### src/rtl/button_pkg.sv
// button_pkg: shared state encoding and counter-width helper for the button front end
package button_pkg;
  typedef enum logic [1:0] {IDLE, ARMING, HELD, DISARMING} btn_state_t;
  function automatic int cnt_width(input int v);
    return (v > 2) ? $clog2(v) : 1;
  endfunction
endpackage

### src/rtl/button_channel.sv
// button_channel: one button lane - pad synchronizer, stable-count debounce FSM, auto-repeat
module button_channel
  import button_pkg::*;
#(
  parameter int SYNC_STAGES     = 2,
  parameter int DEBOUNCE_CYCLES = 50000,
  parameter int REPEAT_DELAY    = 0,
  parameter int REPEAT_RATE     = 10000,
  parameter int ACTIVE_LOW      = 1
) (
  input  logic clk,
  input  logic rst_n,
  input  logic bi,
  output logic level,
  output logic press,
  output logic rel,
  output logic rpt,
  output logic bo
);
  localparam int CW = cnt_width(DEBOUNCE_CYCLES);
  localparam int RMAX = (REPEAT_DELAY > REPEAT_RATE) ? REPEAT_DELAY : REPEAT_RATE;
  localparam int RW = cnt_width(RMAX + 1);
  localparam logic [CW-1:0] C_LAST = CW'(DEBOUNCE_CYCLES - 1);
  localparam logic [RW-1:0] R_DELAY = RW'((REPEAT_DELAY > 0) ? REPEAT_DELAY - 1 : 0);
  localparam logic [RW-1:0] R_RATE = RW'(REPEAT_RATE - 1);
  localparam logic PAD_IDLE = (ACTIVE_LOW != 0);
  logic [SYNC_STAGES-1:0] sync_q, sync_d;
  btn_state_t state_q, state_d;
  logic [CW-1:0] cnt_q, cnt_d;
  logic [RW-1:0] rcnt_q, rcnt_d;
  logic rep_run_q, rep_run_d;
  logic level_q, level_d, press_q, press_d, rel_q, rel_d, rpt_q, rpt_d, bo_q, bo_d;
  logic s;
  assign s = sync_q[SYNC_STAGES-1] ^ PAD_IDLE;
  // next-state: debounce FSM, repeat cadence (first gap REPEAT_DELAY, then REPEAT_RATE), strobes
  always_comb begin
    sync_d = {sync_q[SYNC_STAGES-2:0], bi};
    state_d = state_q;
    cnt_d = cnt_q;
    rcnt_d = rcnt_q;
    rep_run_d = rep_run_q;
    press_d = 1'b0;
    rel_d = 1'b0;
    rpt_d = 1'b0;
    case (state_q)
      IDLE: begin
        if (s && DEBOUNCE_CYCLES == 1) begin
          state_d = HELD;
          press_d = 1'b1;
          rcnt_d = '0;
          rep_run_d = 1'b0;
        end else if (s) begin
          state_d = ARMING;
          cnt_d = CW'(1);
        end
      end
      ARMING: begin
        if (!s) begin
          state_d = IDLE;
          cnt_d = '0;
        end else if (cnt_q == C_LAST) begin
          state_d = HELD;
          cnt_d = '0;
          press_d = 1'b1;
          rcnt_d = '0;
          rep_run_d = 1'b0;
        end else begin
          cnt_d = cnt_q + 1'b1;
        end
      end
      HELD: begin
        if (REPEAT_DELAY > 0) begin
          rpt_d = (rcnt_q == (rep_run_q ? R_RATE : R_DELAY));
          rcnt_d = rpt_d ? '0 : rcnt_q + 1'b1;
          rep_run_d = rep_run_q | rpt_d;
        end
        if (!s && DEBOUNCE_CYCLES == 1) begin
          state_d = IDLE;
          rel_d = 1'b1;
          rcnt_d = '0;
          rep_run_d = 1'b0;
        end else if (!s) begin
          state_d = DISARMING;
          cnt_d = CW'(1);
        end
      end
      DISARMING: begin
        if (s) begin
          state_d = HELD;
          cnt_d = '0;
        end else if (cnt_q == C_LAST) begin
          state_d = IDLE;
          cnt_d = '0;
          rel_d = 1'b1;
          rcnt_d = '0;
          rep_run_d = 1'b0;
        end else begin
          cnt_d = cnt_q + 1'b1;
        end
      end
      default: state_d = IDLE;
    endcase
    level_d = (state_d == HELD) || (state_d == DISARMING);
    bo_d = press_d | rpt_d;
  end
  // state and registered outputs; sync chain resets to the idle pad level so reset release is not a press
  always_ff @(posedge clk or negedge rst_n) begin
    if (!rst_n) begin
      sync_q <= {SYNC_STAGES{PAD_IDLE}};
      state_q <= IDLE;
      cnt_q <= '0;
      rcnt_q <= '0;
      rep_run_q <= 1'b0;
      level_q <= 1'b0;
      press_q <= 1'b0;
      rel_q <= 1'b0;
      rpt_q <= 1'b0;
      bo_q <= 1'b0;
    end else begin
      sync_q <= sync_d;
      state_q <= state_d;
      cnt_q <= cnt_d;
      rcnt_q <= rcnt_d;
      rep_run_q <= rep_run_d;
      level_q <= level_d;
      press_q <= press_d;
      rel_q <= rel_d;
      rpt_q <= rpt_d;
      bo_q <= bo_d;
    end
  end
  assign level = level_q;
  assign press = press_q;
  assign rel = rel_q;
  assign rpt = rpt_q;
  assign bo = bo_q;
endmodule

### src/rtl/button_conditioner.sv
// button_conditioner: N_CH independent debounced button channels with press/release/repeat strobes
module button_conditioner
  import button_pkg::*;
#(
  parameter int N_CH            = 4,
  parameter int SYNC_STAGES     = 2,
  parameter int DEBOUNCE_CYCLES = 50000,
  parameter int REPEAT_DELAY    = 0,
  parameter int REPEAT_RATE     = 10000,
  parameter int ACTIVE_LOW      = 1
) (
  input  logic            Clock,
  input  logic            Resetn,
  input  logic [N_CH-1:0] Bi,
  output logic [N_CH-1:0] Level,
  output logic [N_CH-1:0] Press,
  output logic [N_CH-1:0] Release,
  output logic [N_CH-1:0] Repeat,
  output logic [N_CH-1:0] Bo
);
  for (genvar i = 0; i < N_CH; i++) begin : g_ch
    button_channel #(
      .SYNC_STAGES(SYNC_STAGES),
      .DEBOUNCE_CYCLES(DEBOUNCE_CYCLES),
      .REPEAT_DELAY(REPEAT_DELAY),
      .REPEAT_RATE(REPEAT_RATE),
      .ACTIVE_LOW(ACTIVE_LOW)
    ) u_ch (
      .clk(Clock),
      .rst_n(Resetn),
      .bi(Bi[i]),
      .level(Level[i]),
      .press(Press[i]),
      .rel(Release[i]),
      .rpt(Repeat[i]),
      .bo(Bo[i])
    );
  end
endmodule

### config.mk
export PLATFORM = sky130hd
export DESIGN_NAME = button_conditioner
export DESIGN_NICKNAME = d
export VERILOG_FILES = /design/src/rtl/button_pkg.sv /design/src/rtl/button_channel.sv /design/src/rtl/button_conditioner.sv
export SDC_FILE = /design/constraint.sdc
export NUM_CORES = 1
export LEC_CHECK = 0
export CAP_MARGIN = 20
export CORE_AREA = 4 4 102 104
export DETAILED_ROUTE_END_ITERATION = 7
export DIE_AREA = 0 0 106 108
export PLACE_DENSITY = 0.75
export SYNTH_ARGS = -nofsm -noshare
export SYNTH_HDL_FRONTEND = slang
export SYNTH_SLANG_ARGS = --single-unit
### constraint.sdc
create_clock -name Clock -period 1.99 [get_ports Clock]
set_clock_uncertainty 0.05 [all_clocks]
set_input_delay 0.199 -clock Clock [delete_from_list [all_inputs] [get_ports Clock]]
set_output_delay 0.199 -clock Clock [all_outputs]
set_load 0.02 [all_outputs]
After elaboration in Yosys (flattened, before gate mapping)

Index checks and enable logic that the tools add are counted.

Flip-flop bits (word level): 92
Output and inout port bits: 20
Logic and storage cells: 144

Equal/unequal tests: 32
Reduce and logical (&&, ||, !) cells: 12
Multiplexer cells: 72
Add/sub/neg operators: 4

Operators by type and width:

| cell                                                             | count |
|---|---|
| 16-bit 2-to-1 mux                                                | 20 |
| 16-bit case mux with 4 select lines                              | 4 |
| 16-bit by 1-bit adder with 16-bit output (second input constant) | 4 |
| 16-bit == test (second input constant)                           | 4 |
| 2-bit 2-to-1 mux                                                 | 24 |
| 2-bit == test (second input constant)                            | 16 |
| 2-bit case mux with 4 select lines                               | 4 |
| 1-bit 2-to-1 mux                                                 | 20 |
| 2-bit by 1-bit == test with 1-bit output (second input constant) | 4 |
| 2-bit logical NOT                                                | 4 |
| 2-bit by 1-bit != test with 1-bit output (second input constant) | 4 |
| 2-bit != test (second input constant)                            | 4 |
| 2-bit AND reduction                                              | 4 |
| 1-bit logical OR                                                 | 4 |

Logic depth before layout (Yosys ltp)

Gate-level depths: netlist (run 1).

Depth after elaboration: 6
Gate-level depth with buffers: 7
Depth with buffers taken out: 6

By module

From an unflattened synthesis (run 1), not the netlist that was laid out.

Cells, all modules: 499
Area total of the unflattened synthesis: 4887.2 um^2

By module, submodules not included:

| module                            | area each (um^2) | cells an instance | instances |
|---|---|---|---|
| button_channel (g_ch[0].u_ch ...) | 1256.2           | 128               | 3 |
| button_channel (g_ch[3].u_ch)     | 1118.6           | 115               | 1 |

Worst setup path before layout (run 1)

OpenSTA, ideal clock, no wires.

Path type: register to register
Start point: reg g_ch[0].u_ch.cnt_q[0]
End point: reg g_ch[0].u_ch.cnt_q[14]
Data arrival time: 1.866 ns
Path buffers: 1
Data required time: 1.861 ns
Cell stages (with the launch flop): 8
Slack: -0.006 ns
Period minus slack after synthesis: 1.996 ns
Cell sequence: dfrtp_1 > ha_1 > nand3_1 > nor4_4 > or2_1 > buf_4 > or4_1 > mux2i_1

Longest elaborated chain between the ends: 4
Elaborated cells between the ends (all ways): 6
Classes of those cells: add/sub: 1; eq/ne: 1; mux: 4

RTL lines:

| what                                                                       | RTL line                                   | source |
|---|---|---|
| start, declared                                                            | button_channel.sv:29                       | `logic [CW-1:0] cnt_q, cnt_d;` |
| start signal, assigned                                                     | button_channel.sv:122                      | `cnt_q <= cnt_d;` |
| 16-bit by 1-bit adder with 16-bit output or 16-bit == test (tied branches) | --                                         |  |
| 16-bit 2-to-1 mux *                                                        | button_channel.sv:61, button_channel.sv:91 |  |
| 16-bit 2-to-1 mux, on equally long branches                                | button_channel.sv:88, button_channel.sv:58 |  |
| 16-bit case mux with 4 select lines *                                      | button_channel.sv:45                       | `case (state_q)` |

Every way passes the cells marked *; elsewhere a longest branch is shown, timed or not.
A chain may end at the register's enable or synchronous reset.

Worst setup path after layout (run 1)

Start point: reg g_ch[0].u_ch.cnt_q[5]
End point: reg g_ch[0].u_ch.level_q

Longest elaborated chain between the ends: 6
Elaborated cells between the ends (all ways): 9
Classes of those cells: eq/ne: 3; mux: 5; reduce/logical: 1

RTL lines:

| what                                       | RTL line                                   | source |
|---|---|---|
| 16-bit == test *                           | button_channel.sv:61, button_channel.sv:91 |  |
| 2-bit 2-to-1 mux, on equally long branches | button_channel.sv:91, button_channel.sv:61 |  |
| 2-bit 2-to-1 mux, on equally long branches | button_channel.sv:88, button_channel.sv:58 |  |
| 2-bit case mux with 4 select lines *       | button_channel.sv:45                       |  |
| 2-bit == test                              | button_channel.sv:103                      | `level_d = (state_d == HELD) \|\| (state_d == DISARMING);` |
| 1-bit logical OR *                         | button_channel.sv:103                      |  |
| net g_ch[0].u_ch.level_d                   | button_channel.sv:32                       | `logic level_q, level_d, press_q, press_d, rel_q, rel_d, rpt_q, rpt_d, bo_q, bo_d;` |
| end signal, assigned                       | button_channel.sv:125                      | `level_q <= level_d;` |
| end, declared                              | button_channel.sv:32                       |  |

The timed path passes the listed nets; every way through them passes the cells marked *.

==> results of run 1 <==
## Yosys cell counts (2+ instances only)
cell | number | area share
nand3b_1 | 2 | 0.0032
a22o_1 | 8 | 0.015
a21oi_1 | 33 | 0.036
ha_1 | 4 | 0.011
nor4b_1 | 3 | 0.0057
buf_4 | 21 | 0.034
nor3_1 | 17 | 0.018
dfstp_2 | 8 | 0.045
o21ai_0 | 26 | 0.028
clkbuf_1 | 13 | 0.010
mux2i_1 | 6 | 0.013
nand3_1 | 29 | 0.031
nand4_1 | 11 | 0.015
a21o_1 | 2 | 0.0032
buf_6 | 2 | 0.0048
o21ai_1 | 11 | 0.012
and2_1 | 4 | 0.0054
o31a_1 | 2 | 0.0038
nor2_1 | 30 | 0.024
and3_1 | 11 | 0.015
or2_1 | 2 | 0.0027
o22a_1 | 4 | 0.0075
a31oi_1 | 29 | 0.039
nand2_1 | 67 | 0.054
xnor2_1 | 3 | 0.0057
or3_1 | 12 | 0.016
or4b_4 | 2 | 0.0059
nor4bb_1 | 7 | 0.015
a41oi_1 | 4 | 0.0075
or2_2 | 4 | 0.0054
dfrtp_1 | 84 | 0.45
inv_1 | 16 | 0.013
and4_1 | 7 | 0.013
## stage by stage
step                hold slack, ns  worst slack (ns)  instances  total power [mW]  instance area [um2]
finish                       0.188            0.0537        670              3.48                 5330
global route                 0.175           -0.0252        670              3.63                 5330
CTS                          0.173           0.00804        667              3.52                 5270
detailed placement           0.157           -0.0369        650              2.21                 5040
global placement             0.155            0.0269        650              2.20                 5040
floorplan                   -0.147            0.0116        503              2.11                 4670
## area by class of cell
class	instances	area, um2	area share
tap	133	166	0.0312
multi-input combinational	359	2110	0.396
clock inverter	3	46.3	0.00869
sequential	92	2310	0.434
inverter	16	60.1	0.0113
timing repair buffer	54	474	0.0890
clock buffer	13	159	0.0298
## cell usage in the layout (no fill, tap or decap), types with 12 or more instances in the layout
| master | count |
|---|---|
| nor3_1 | 16 |
| clkdlybuf4s50_1 | 20 |
| buf_4 | 31 |
| a21oi_1 | 33 |
| nand2_1 | 64 |
| nor2_1 | 30 |
| nand3_1 | 28 |
| a31oi_1 | 29 |
| inv_1 | 16 |
| or3_1 | 12 |
| o21ai_0 | 26 |
| dfrtp_1 | 84 |
## power groups by stage
stage	Clock (mW)	Combinational (mW)	Sequential, mW
2_1_floorplan	0	0.142	1.97
3_3_place_gp	0	0.228	1.98
3_5_place_dp	0	0.236	1.98
4_1_cts	1.33	0.241	1.94
5_1_grt	1.41	0.278	1.95
6_report	1.29	0.242	1.94
## worst max-delay path: stages, from the launching register on
cell,delay [ns]
dfrtp_1,0.38
or4b_4,0.55
nor4_4,0.29
buf_4,0.19
buf_4,0.13
nand2_2,0.08
nand2_2,0.09
o21ai_1,0.06
## flip-flops by register name, indices dropped and copies added (netlist names)
register	count
g_ch.u_ch.sync_q	8
g_ch.u_ch.cnt_q	64
g_ch.u_ch.rel	4
g_ch.u_ch.level	4
g_ch.u_ch.press	4
g_ch.u_ch.state_q	8
## worst max path at each step
| stage | from | to | cells past startpoint |
|---|---|---|---|
| floorplan | g_ch[2].u_ch.cnt_q[0]$_DFFE_PN0P_ | g_ch[2].u_ch.cnt_q[5]$_DFFE_PN0P_ | 7 |
| global placement | g_ch[0].u_ch.cnt_q[11]$_DFFE_PN0P_ | g_ch[0].u_ch.cnt_q[12]$_DFFE_PN0P_ | 5 |
| detailed placement | g_ch[0].u_ch.cnt_q[11]$_DFFE_PN0P_ | g_ch[0].u_ch.cnt_q[13]$_DFFE_PN0P_ | 5 |
| CTS | g_ch[0].u_ch.cnt_q[11]$_DFFE_PN0P_ | g_ch[0].u_ch.cnt_q[10]$_DFFE_PN0P_ | 5 |
| global route | g_ch[0].u_ch.cnt_q[5]$_DFFE_PN0P_ | g_ch[0].u_ch.state_q[1]$_DFF_PN0_ | 7 |
| finish | g_ch[0].u_ch.cnt_q[5]$_DFFE_PN0P_ | g_ch[0].u_ch.level$_DFF_PN0_ | 7 |
## metal layers
| metal | global-route usage | vias up | share of wire |
|---|---|---|---|
| li1 | - | 1864 | - |
| met1 | 0.239 | 1855 | 0.46 |
| met2 | 0.295 | 114 | 0.48 |
| met3 | 0.0287 | 25 | 0.046 |
| met4 | 0.0870 | 0 | 0.022 |
| met5 | 0 | - | 0 |
## cells by family after synthesis
group,after synthesis,synth area share
compound gates,125,0.162
xor+xnor,4,0.00915
fa+ha+maj,4,0.0108
buf+inv,53,0.0632
flops,92,0.497
mux,6,0.0129
other cells,1,0.000807
simple gates,215,0.244
## what timing repair did
action | 4_1_cts | 5_1_grt
pin swaps | 0 | 2
cloned | 0 | 1
hold buffers | 1 | 0
setup endpoints to repair | 3 | 23
endpoints found under the hold margin | 35 | 0
resized for setup | 2 | 9
buffers inserted | 0 | 2
==> flow_metrics.env, run 1 <==
export IMPL_clkSinkCount=92
export IMPL_cp_max_fo=4
export IMPL_path_clk_slew_ns=0.09
export IMPL_hold_violations=0
export IMPL_worstMarginPinSlew_ns=0.555
export IMPL_dieArea_mm2=0.0114
export IMPL_grt_max_degree=40
export IMPL_synthDistinctLibCells=49
export IMPL_yosysSeqAreaShare=0.497
export IMPL_synth_edf_count=0
export IMPL_slew_headroom=0.628
export IMPL_rrSetupSlack_ns=0.05
export IMPL_grt_overflow=0
export IMPL_totalWireLength_um=9660
export IMPL_cts_max_path_buffers=2
export IMPL_fin_util=0.558
export IMPL_routedWlPerCell_um=14.4
export IMPL_arrival_ns=2.14
export IMPL_rr_startpoint="g_ch[0].u_ch.cnt_q[5]$_DFFE_PN0P_"
export IMPL_cp_start_kind="register"
export IMPL_fin_nets=542
export IMPL_initialDrtViolationCount=270
export IMPL_antenna_found_initial=0
export IMPL_worstHoldEndpoint="g_ch[0].u_ch.sync_q[0]$_DFF_PN1_"
export IMPL_swShare=0.237
export IMPL_hold_depth=1
export IMPL_setup_worst_path_end_class="register"
export IMPL_p_int_mw=2.65
export IMPL_synth_seq_cells=92
export IMPL_core_area_mm2=0.00955
export IMPL_clock_power_share=0.372
export IMPL_num_vias=3858
export IMPL_p_seq_frac=0.558
export IMPL_fillerInstances=857
export IMPL_cts_buffers=9
export IMPL_ys_warn_count=0
export IMPL_syn2layout_area_growth_pct=14.6
export IMPL_synth_area_mm2=0.00465
export IMPL_slew_violations=0
export IMPL_vdd_drop_max_mv=0.433
export IMPL_grt_pass1_wl_um=16900
export IMPL_place_congestion=0.857
export IMPL_start_util=0.487
export IMPL_p_per_area_mw_per_mm2=653
export IMPL_syn_avg_cell_area_um2=9.30
export IMPL_ioPinCount=26
export IMPL_num_rows=36
export IMPL_remaining_drc_errors=0
export IMPL_dr_pass1_iters=4
export IMPL_die_w_um=106
export IMPL_period_needed_ns=1.94
export IMPL_netlist_instances=500
export IMPL_gr_usage_all_layers=0.181
export IMPL_grt_pass1_vias=3780
export IMPL_finalCritPeriodShare=0.973
export IMPL_final_setup_viol_count=0
export IMPL_fin_setup_tns_ns=0
export IMPL_die_height_um=108
export IMPL_fmax_mhz=516
export IMPL_drv_cap=0
export IMPL_worstSkewPairLatency_ns=0.37
export IMPL_min_from="Bi[0]"
export IMPL_synth_ff_type="dfrtp_1"
export IMPL_power_frac_comb=0.070
export IMPL_cts_root_buf="clkbuf_8"
export IMPL_crit_required_ns=2.19
export IMPL_synth_async_sr_flop_share=1.00
export IMPL_viasPerCell=5.76
export IMPL_switchingPower_mw=0.825
export IMPL_dp_hpwl_um=6660
export IMPL_rr_worst_depth=7
export IMPL_h_tree_depth=3
export IMPL_setup_worst_path_class="reg2reg"
export IMPL_power_leakage_nw=2.26
export IMPL_drive_gt1_frac=0.143
export IMPL_hold_path_class="in2reg"
export IMPL_antenna_left=0
export IMPL_cts_tree="yes"
export IMPL_io_buffers=21
export IMPL_num_antenna_cells=0
export IMPL_rr_endpoint="g_ch[0].u_ch.level$_DFF_PN0_"
export IMPL_outcome="complete, no violations"
Note: power is estimated with default switching activity, not from simulation.
==> run 2, diff against run 1 <==
--- a/config.mk
+++ b/config.mk
@@ -10,6 +10,7 @@
 export DETAILED_ROUTE_END_ITERATION = 7
 export DIE_AREA = 0 0 106 108
 export PLACE_DENSITY = 0.75
+export SKIP_LAST_GASP = 1
 export SYNTH_ARGS = -nofsm -noshare
 export SYNTH_HDL_FRONTEND = slang
 export SYNTH_SLANG_ARGS = --single-unit
==> flow_metrics.env, run 2 (synthesis gave the netlist of run 1 again) <==
export IMPL_outcome="complete, no violations"
export IMPL_vdd_drop_max_mv=0.436
export IMPL_grt_overflow=0
export IMPL_ioPinCount=26
export IMPL_dr_pass1_iters=4
export IMPL_worstSkewPairLatency_ns=0.37
export IMPL_largest_reg_flops=64
export IMPL_antenna_left=0
export IMPL_final_setup_viol_count=0
export IMPL_period_needed_ns=1.94
export IMPL_grt_pass1_vias=3780
export IMPL_rr_startpoint="g_ch[0].u_ch.cnt_q[5]$_DFFE_PN0P_"
export IMPL_fillerInstances=857
export IMPL_hold_path_class="in2reg"
export IMPL_core_area_mm2=0.00955
export IMPL_hold_violations=0
export IMPL_grt_max_degree=40
export IMPL_routedWlPerCell_um=14.3
export IMPL_h_tree_depth=3
export IMPL_antenna_found_initial=0
export IMPL_reg_top3="g_ch.u_ch.cnt_q x64, g_ch.u_ch.state_q x8, g_ch.u_ch.sync_q x8"
export IMPL_placed_area_mm2=0.00504
export IMPL_cts_tree="yes"
export IMPL_cts_buffers=9
export IMPL_crit_slowest_cell="or4b_4"
export IMPL_drv_cap=0
export IMPL_dieArea_mm2=0.0114
export IMPL_fin_nets=542
export IMPL_path_clk_slew_ns=0.09
export IMPL_setup_worst_path_class="reg2reg"
export IMPL_dp_hpwl_um=6660
export IMPL_gr_usage_all_layers=0.181
export IMPL_fmax_mhz=515
export IMPL_p_per_area_mw_per_mm2=655
export IMPL_rrSetupSlack_ns=0.05
export IMPL_totalWireLength_um=9570
export IMPL_power_leakage_nw=2.26
export IMPL_num_antenna_cells=0
export IMPL_crit_family="simple AND/OR/NAND/NOR gates"
export IMPL_worstMarginPinSlew_ns=0.555
export IMPL_largest_register="g_ch.u_ch.cnt_q"
export IMPL_cts_max_path_buffers=2
export IMPL_crit_chain="or4b_4, nor4_4, buf_4, buf_4, nand2_2, nand2_2, o21ai_1"
export IMPL_timing_hold_ws_ns=0.188
export IMPL_slew_violations=0
export IMPL_slew_headroom=0.628
export IMPL_hold_depth=1
export IMPL_die_w_um=106
export IMPL_num_vias=3850
export IMPL_worst_path_buf_inv=2
export IMPL_place_congestion=0.857
export IMPL_min_from="Bi[0]"
export IMPL_num_rows=36
export IMPL_rr_worst_depth=7
export IMPL_initialDrtViolationCount=228
export IMPL_layout_common_cells="dfrtp_1 (84), nand2_1 (64), a21oi_1 (33)"
export IMPL_clkSinkCount=92
export IMPL_cp_slowest_stage_delay_ns=0.55
export IMPL_finalCritPeriodShare=0.975
export IMPL_crit_required_ns=2.19
export IMPL_viasPerCell=5.75
export IMPL_cts_root_buf="clkbuf_8"
export IMPL_cp_max_fo=4
export IMPL_syn2layout_area_growth_pct=14.3
export IMPL_die_height_um=108
export IMPL_fin_area_mm2=0.00531
export IMPL_grt_pass1_wl_um=16900
export IMPL_worstHoldEndpoint="g_ch[0].u_ch.sync_q[0]$_DFF_PN1_"
export IMPL_drive_gt1_frac=0.140
export IMPL_start_util=0.487
export IMPL_remaining_drc_errors=0
export IMPL_final_common_cell="dfrtp_1"
export IMPL_cp_start_kind="register"
export IMPL_arrival_ns=2.14
export IMPL_setup_worst_path_end_class="register"
export IMPL_io_buffers=21
export IMPL_rsz0062_at_grt="yes"
export IMPL_power_mw=3.48
export IMPL_rr_endpoint="g_ch[0].u_ch.level$_DFF_PN0_"
run 2: metrics by stage:
step | setup TNS (ns) | worst slack (ns) | util | std cells
final | 0 | 0.0501 | 0.556 | 670
after global routing | -0.139 | -0.0320 | 0.556 | 670
after CTS | 0 | 0.00804 | 0.551 | 667
after detailed placement | -0.100 | -0.0369 | 0.528 | 650
after global placement | 0 | 0.0269 | 0.528 | 650
after floorplan | 0 | 0.0116 | - | 503
run 2: worst reg2reg max path: stages, from the launching register on:
cell	delay, ns
dfrtp_1	0.38
or4b_4	0.55
nor4_4	0.29
buf_4	0.19
buf_4	0.13
nand2_2	0.08
nand2_2	0.09
o21ai_1	0.06
run 2: metal layers:
metal / vias to the layer above / GRT usage / part of all wire / routed length (um)
li1: 1868 / - / - / -
met5: - / 0 / 0 / 0
met2: 127 / 0.295 / 0.48 / 4560
met1: 1836 / 0.239 / 0.44 / 4210
met3: 19 / 0.0287 / 0.064 / 608
met4: 0 / 0.0870 / 0.021 / 198
run 2: area by class of cell:
class	instances	area (um2)	area share
clock buffers	13	159	0.0299
clock inverters	3	46.3	0.00871
repair buffers	54	474	0.0892
inverters	16	60.1	0.0113
multi-input cells	359	2100	0.394
flip-flops and latches	92	2310	0.435
well taps	133	166	0.0313
run 2: repair_timing:
item | CTS | global route
endpoints found under the setup margin | 3 | 23
hold buffers | 1 | 0
pin swaps | 0 | 2
resized for setup | 2 | 7
endpoints found under the hold margin | 35 | 0
gates cloned | 0 | 1
setup buffers | 0 | 2
run 2: worst max-delay path by stage:
stage,startpoint,end,slack [ns],depth (start not counted)
after floorplan,g_ch[2].u_ch.cnt_q[0]$_DFFE_PN0P_,g_ch[2].u_ch.cnt_q[5]$_DFFE_PN0P_,0.01,7
after global placement,g_ch[0].u_ch.cnt_q[11]$_DFFE_PN0P_,g_ch[0].u_ch.cnt_q[12]$_DFFE_PN0P_,0.03,5
after detailed placement,g_ch[0].u_ch.cnt_q[11]$_DFFE_PN0P_,g_ch[0].u_ch.cnt_q[13]$_DFFE_PN0P_,-0.04,5
after CTS,g_ch[0].u_ch.cnt_q[11]$_DFFE_PN0P_,g_ch[0].u_ch.cnt_q[10]$_DFFE_PN0P_,0.008,5
after global routing,g_ch[0].u_ch.cnt_q[5]$_DFFE_PN0P_,g_ch[0].u_ch.cnt_q[11]$_DFFE_PN0P_,-0.03,6
final,g_ch[0].u_ch.cnt_q[5]$_DFFE_PN0P_,g_ch[0].u_ch.level$_DFF_PN0_,0.05,7
run 2: report_power, final:
| group | switching [mW] | internal [mW] | total [mW] |
|---|---|---|---|
| combinational | 0.150 | 0.0921 | 0.242 |
| clock | 0.642 | 0.653 | 1.29 |
| sequential | 0.0337 | 1.91 | 1.94 |
==> run 3, diff against run 2 <==
--- a/config.mk
+++ b/config.mk
@@ -6,10 +6,11 @@
 export NUM_CORES = 1
 export LEC_CHECK = 0
 export CAP_MARGIN = 20
-export CORE_AREA = 4 4 102 104
+export CORE_AREA = 2 2 140 142
 export DETAILED_ROUTE_END_ITERATION = 7
-export DIE_AREA = 0 0 106 108
-export PLACE_DENSITY = 0.75
+export DIE_AREA = 0 0 142 144
+export MAX_ROUTING_LAYER = met4
+export PLACE_DENSITY = 0.46
 export SKIP_LAST_GASP = 1
 export SYNTH_ARGS = -nofsm -noshare
 export SYNTH_HDL_FRONTEND = slang
==> flow_metrics.env, run 3 (synthesis gave the netlist of run 1 again) <==
export IMPL_routedWlPerCell_um=12.9
export IMPL_antenna_left=0
export IMPL_crit_required_ns=2.17
export IMPL_outcome="complete, no violations"
export IMPL_vdd_drop_max_mv=0.374
export IMPL_regArea_mm2=0.00231
export IMPL_num_vias=3841
export IMPL_hold_path_class="in2async"
export IMPL_cp_slowest_stage_delay_ns=0.56
export IMPL_crit_slowest_cell="or4b_4"
export IMPL_crit_chain="or4b_4, nor4_4, buf_4, nor2_4, o31a_1, o22a_1"
export IMPL_gr_usage_all_layers=0.112
export IMPL_dp_slack_ns=-0.0554
export IMPL_num_antenna_cells=0
export IMPL_cts_root_buf="clkbuf_16"
export IMPL_drv_cap=0
export IMPL_rr_worst_depth=6
export IMPL_setup_worst_path_class="reg2reg"
export IMPL_dp_hpwl_um=7080
export IMPL_remaining_drc_errors=0
export IMPL_finalCritPeriodShare=0.993
export IMPL_arrival_ns=2.16
export IMPL_fmax_mhz=506
export IMPL_rrSetupSlack_ns=0.01
export IMPL_cts_buffers=9
export IMPL_cts_tree="yes"
export IMPL_ioPinCount=26
export IMPL_final_common_cell="dfrtp_1"
export IMPL_die_height_um=144
export IMPL_final_setup_viol_count=0
export IMPL_worstSkewPairLatency_ns=0.34
export IMPL_grt_overflow=0
export IMPL_grt_max_degree=57
export IMPL_fillerInstances=1956
export IMPL_place_congestion=0.813
export IMPL_slew_headroom=0.597
export IMPL_path_clk_slew_ns=0.07
export IMPL_die_w_um=142
export IMPL_viasPerCell=4.86
export IMPL_syn2layout_area_growth_pct=22.3
export IMPL_p_per_area_mw_per_mm2=694
export IMPL_core_area_mm2=0.0191
export IMPL_totalWireLength_um=10200
export IMPL_largest_reg_flops=64
export IMPL_cts_max_path_buffers=2
export IMPL_timing_hold_ws_ns=0.180
export IMPL_antenna_found_initial=0
export IMPL_cp_max_fo=8
export IMPL_clkSinkCount=92
export IMPL_setup_worst_path_end_class="register"
export IMPL_largest_register="g_ch.u_ch.cnt_q"
export IMPL_start_util=0.244
export IMPL_setup_ws_ns=0.0130
export IMPL_power_mw=3.95
export IMPL_rr_endpoint="g_ch[0].u_ch.cnt_q[13]$_DFFE_PN0P_"
export IMPL_reg_top3="g_ch.u_ch.cnt_q x64, g_ch.u_ch.state_q x8, g_ch.u_ch.sync_q x8"
export IMPL_slew_violations=0
export IMPL_period_needed_ns=1.98
export IMPL_worstMarginPinSlew_ns=0.599
export IMPL_initialDrtViolationCount=266
export IMPL_rsz0062_at_grt="yes"
export IMPL_rr_startpoint="g_ch[0].u_ch.cnt_q[10]$_DFFE_PN0P_"
export IMPL_fin_nets=558
export IMPL_power_leakage_nw=2.38
export IMPL_layout_common_cells="dfrtp_1 (84), nand2_1 (65), buf_4 (45)"
export IMPL_dieArea_mm2=0.0204
export IMPL_h_tree_depth=3
export IMPL_hold_violations=0
export IMPL_multi_input_area_mm2=0.00210
export IMPL_io_buffers=21
export IMPL_dr_pass1_iters=4
export IMPL_grt_pass1_wl_um=18100
export IMPL_cp_start_kind="register"
export IMPL_fin_util=0.298
export IMPL_num_rows=51
export IMPL_drive_gt1_frac=0.170
export IMPL_grt_pass1_vias=3831
-- run 3: worst max path at each step --
stage	end	startpoint	slack [ns]	cells after the start
2_1_floorplan	g_ch[2].u_ch.cnt_q[5]$_DFFE_PN0P_	g_ch[2].u_ch.cnt_q[0]$_DFFE_PN0P_	0.01	7
4_1_cts	g_ch[0].u_ch.cnt_q[13]$_DFFE_PN0P_	g_ch[0].u_ch.cnt_q[11]$_DFFE_PN0P_	0.01	5
3_5_place_dp	g_ch[0].u_ch.cnt_q[13]$_DFFE_PN0P_	g_ch[0].u_ch.cnt_q[11]$_DFFE_PN0P_	-0.06	5
5_1_grt	g_ch[0].u_ch.cnt_q[13]$_DFFE_PN0P_	g_ch[0].u_ch.cnt_q[10]$_DFFE_PN0P_	-0.04	6
6_report	g_ch[0].u_ch.cnt_q[13]$_DFFE_PN0P_	g_ch[0].u_ch.cnt_q[10]$_DFFE_PN0P_	0.01	6
3_3_place_gp	g_ch[0].u_ch.cnt_q[12]$_DFFE_PN0P_	g_ch[0].u_ch.cnt_q[11]$_DFFE_PN0P_	-0.009	5
-- run 3: layer usage --
metal / vias up / wire length [um] / global-route usage
li1: 1897 / - / -
met1: 1872 / 4800 / 0.141
met2: 60 / 4940 / 0.175
met3: 12 / 315 / 0.0288
met4: 0 / 153 / 0.0363
met5: - / 0 / -
-- run 3: per-stage QoR --
stage | std cells | area, um2 | TNS, ns
2_1_floorplan | 503 | 4670 | 0
3_3_place_gp | 771 | 5310 | -0.00869
3_5_place_dp | 771 | 5310 | -0.129
4_1_cts | 788 | 5620 | 0
5_1_grt | 791 | 5690 | -0.110
6_report | 791 | 5690 | 0
-- run 3: worst max-delay path: cells and delay by family (launching register included) --
family,cells,cell delay (ns)
buffers and inverters,1,0.19
flip-flops,1,0.38
AO/OA/AOI/OAI,2,0.29
AND/OR/NAND/NOR,3,0.94
-- run 3: power by group --
part / leakage (nW) / switching [mW] / internal, mW
Combinational: 1.01 / 0.157 / 0.107
Clock: 0.138 / 0.730 / 1.01
Sequential: 1.24 / 0.0321 / 1.91
Total: 2.38 / 0.919 / 3.03
-- run 3: area by class of cell --
| class | instances | share of cell area |
|---|---|---|
| clock buffers | 11 | 0.0427 |
| clock inverters | 5 | 0.0108 |
| inverters | 16 | 0.0106 |
| multi-input cells | 359 | 0.370 |
| flip-flops and latches | 92 | 0.407 |
| well taps | 238 | 0.0524 |
| repair buffers | 70 | 0.107 |
-- run 3: timing repair --
action,in CTS,in global routing
endpoints found under the hold margin,86,0
gates cloned,0,1
pin swaps,0,4
endpoints found under the setup margin,4,22
setup buffers,0,2
resized for setup,1,11
hold buffers,1,0
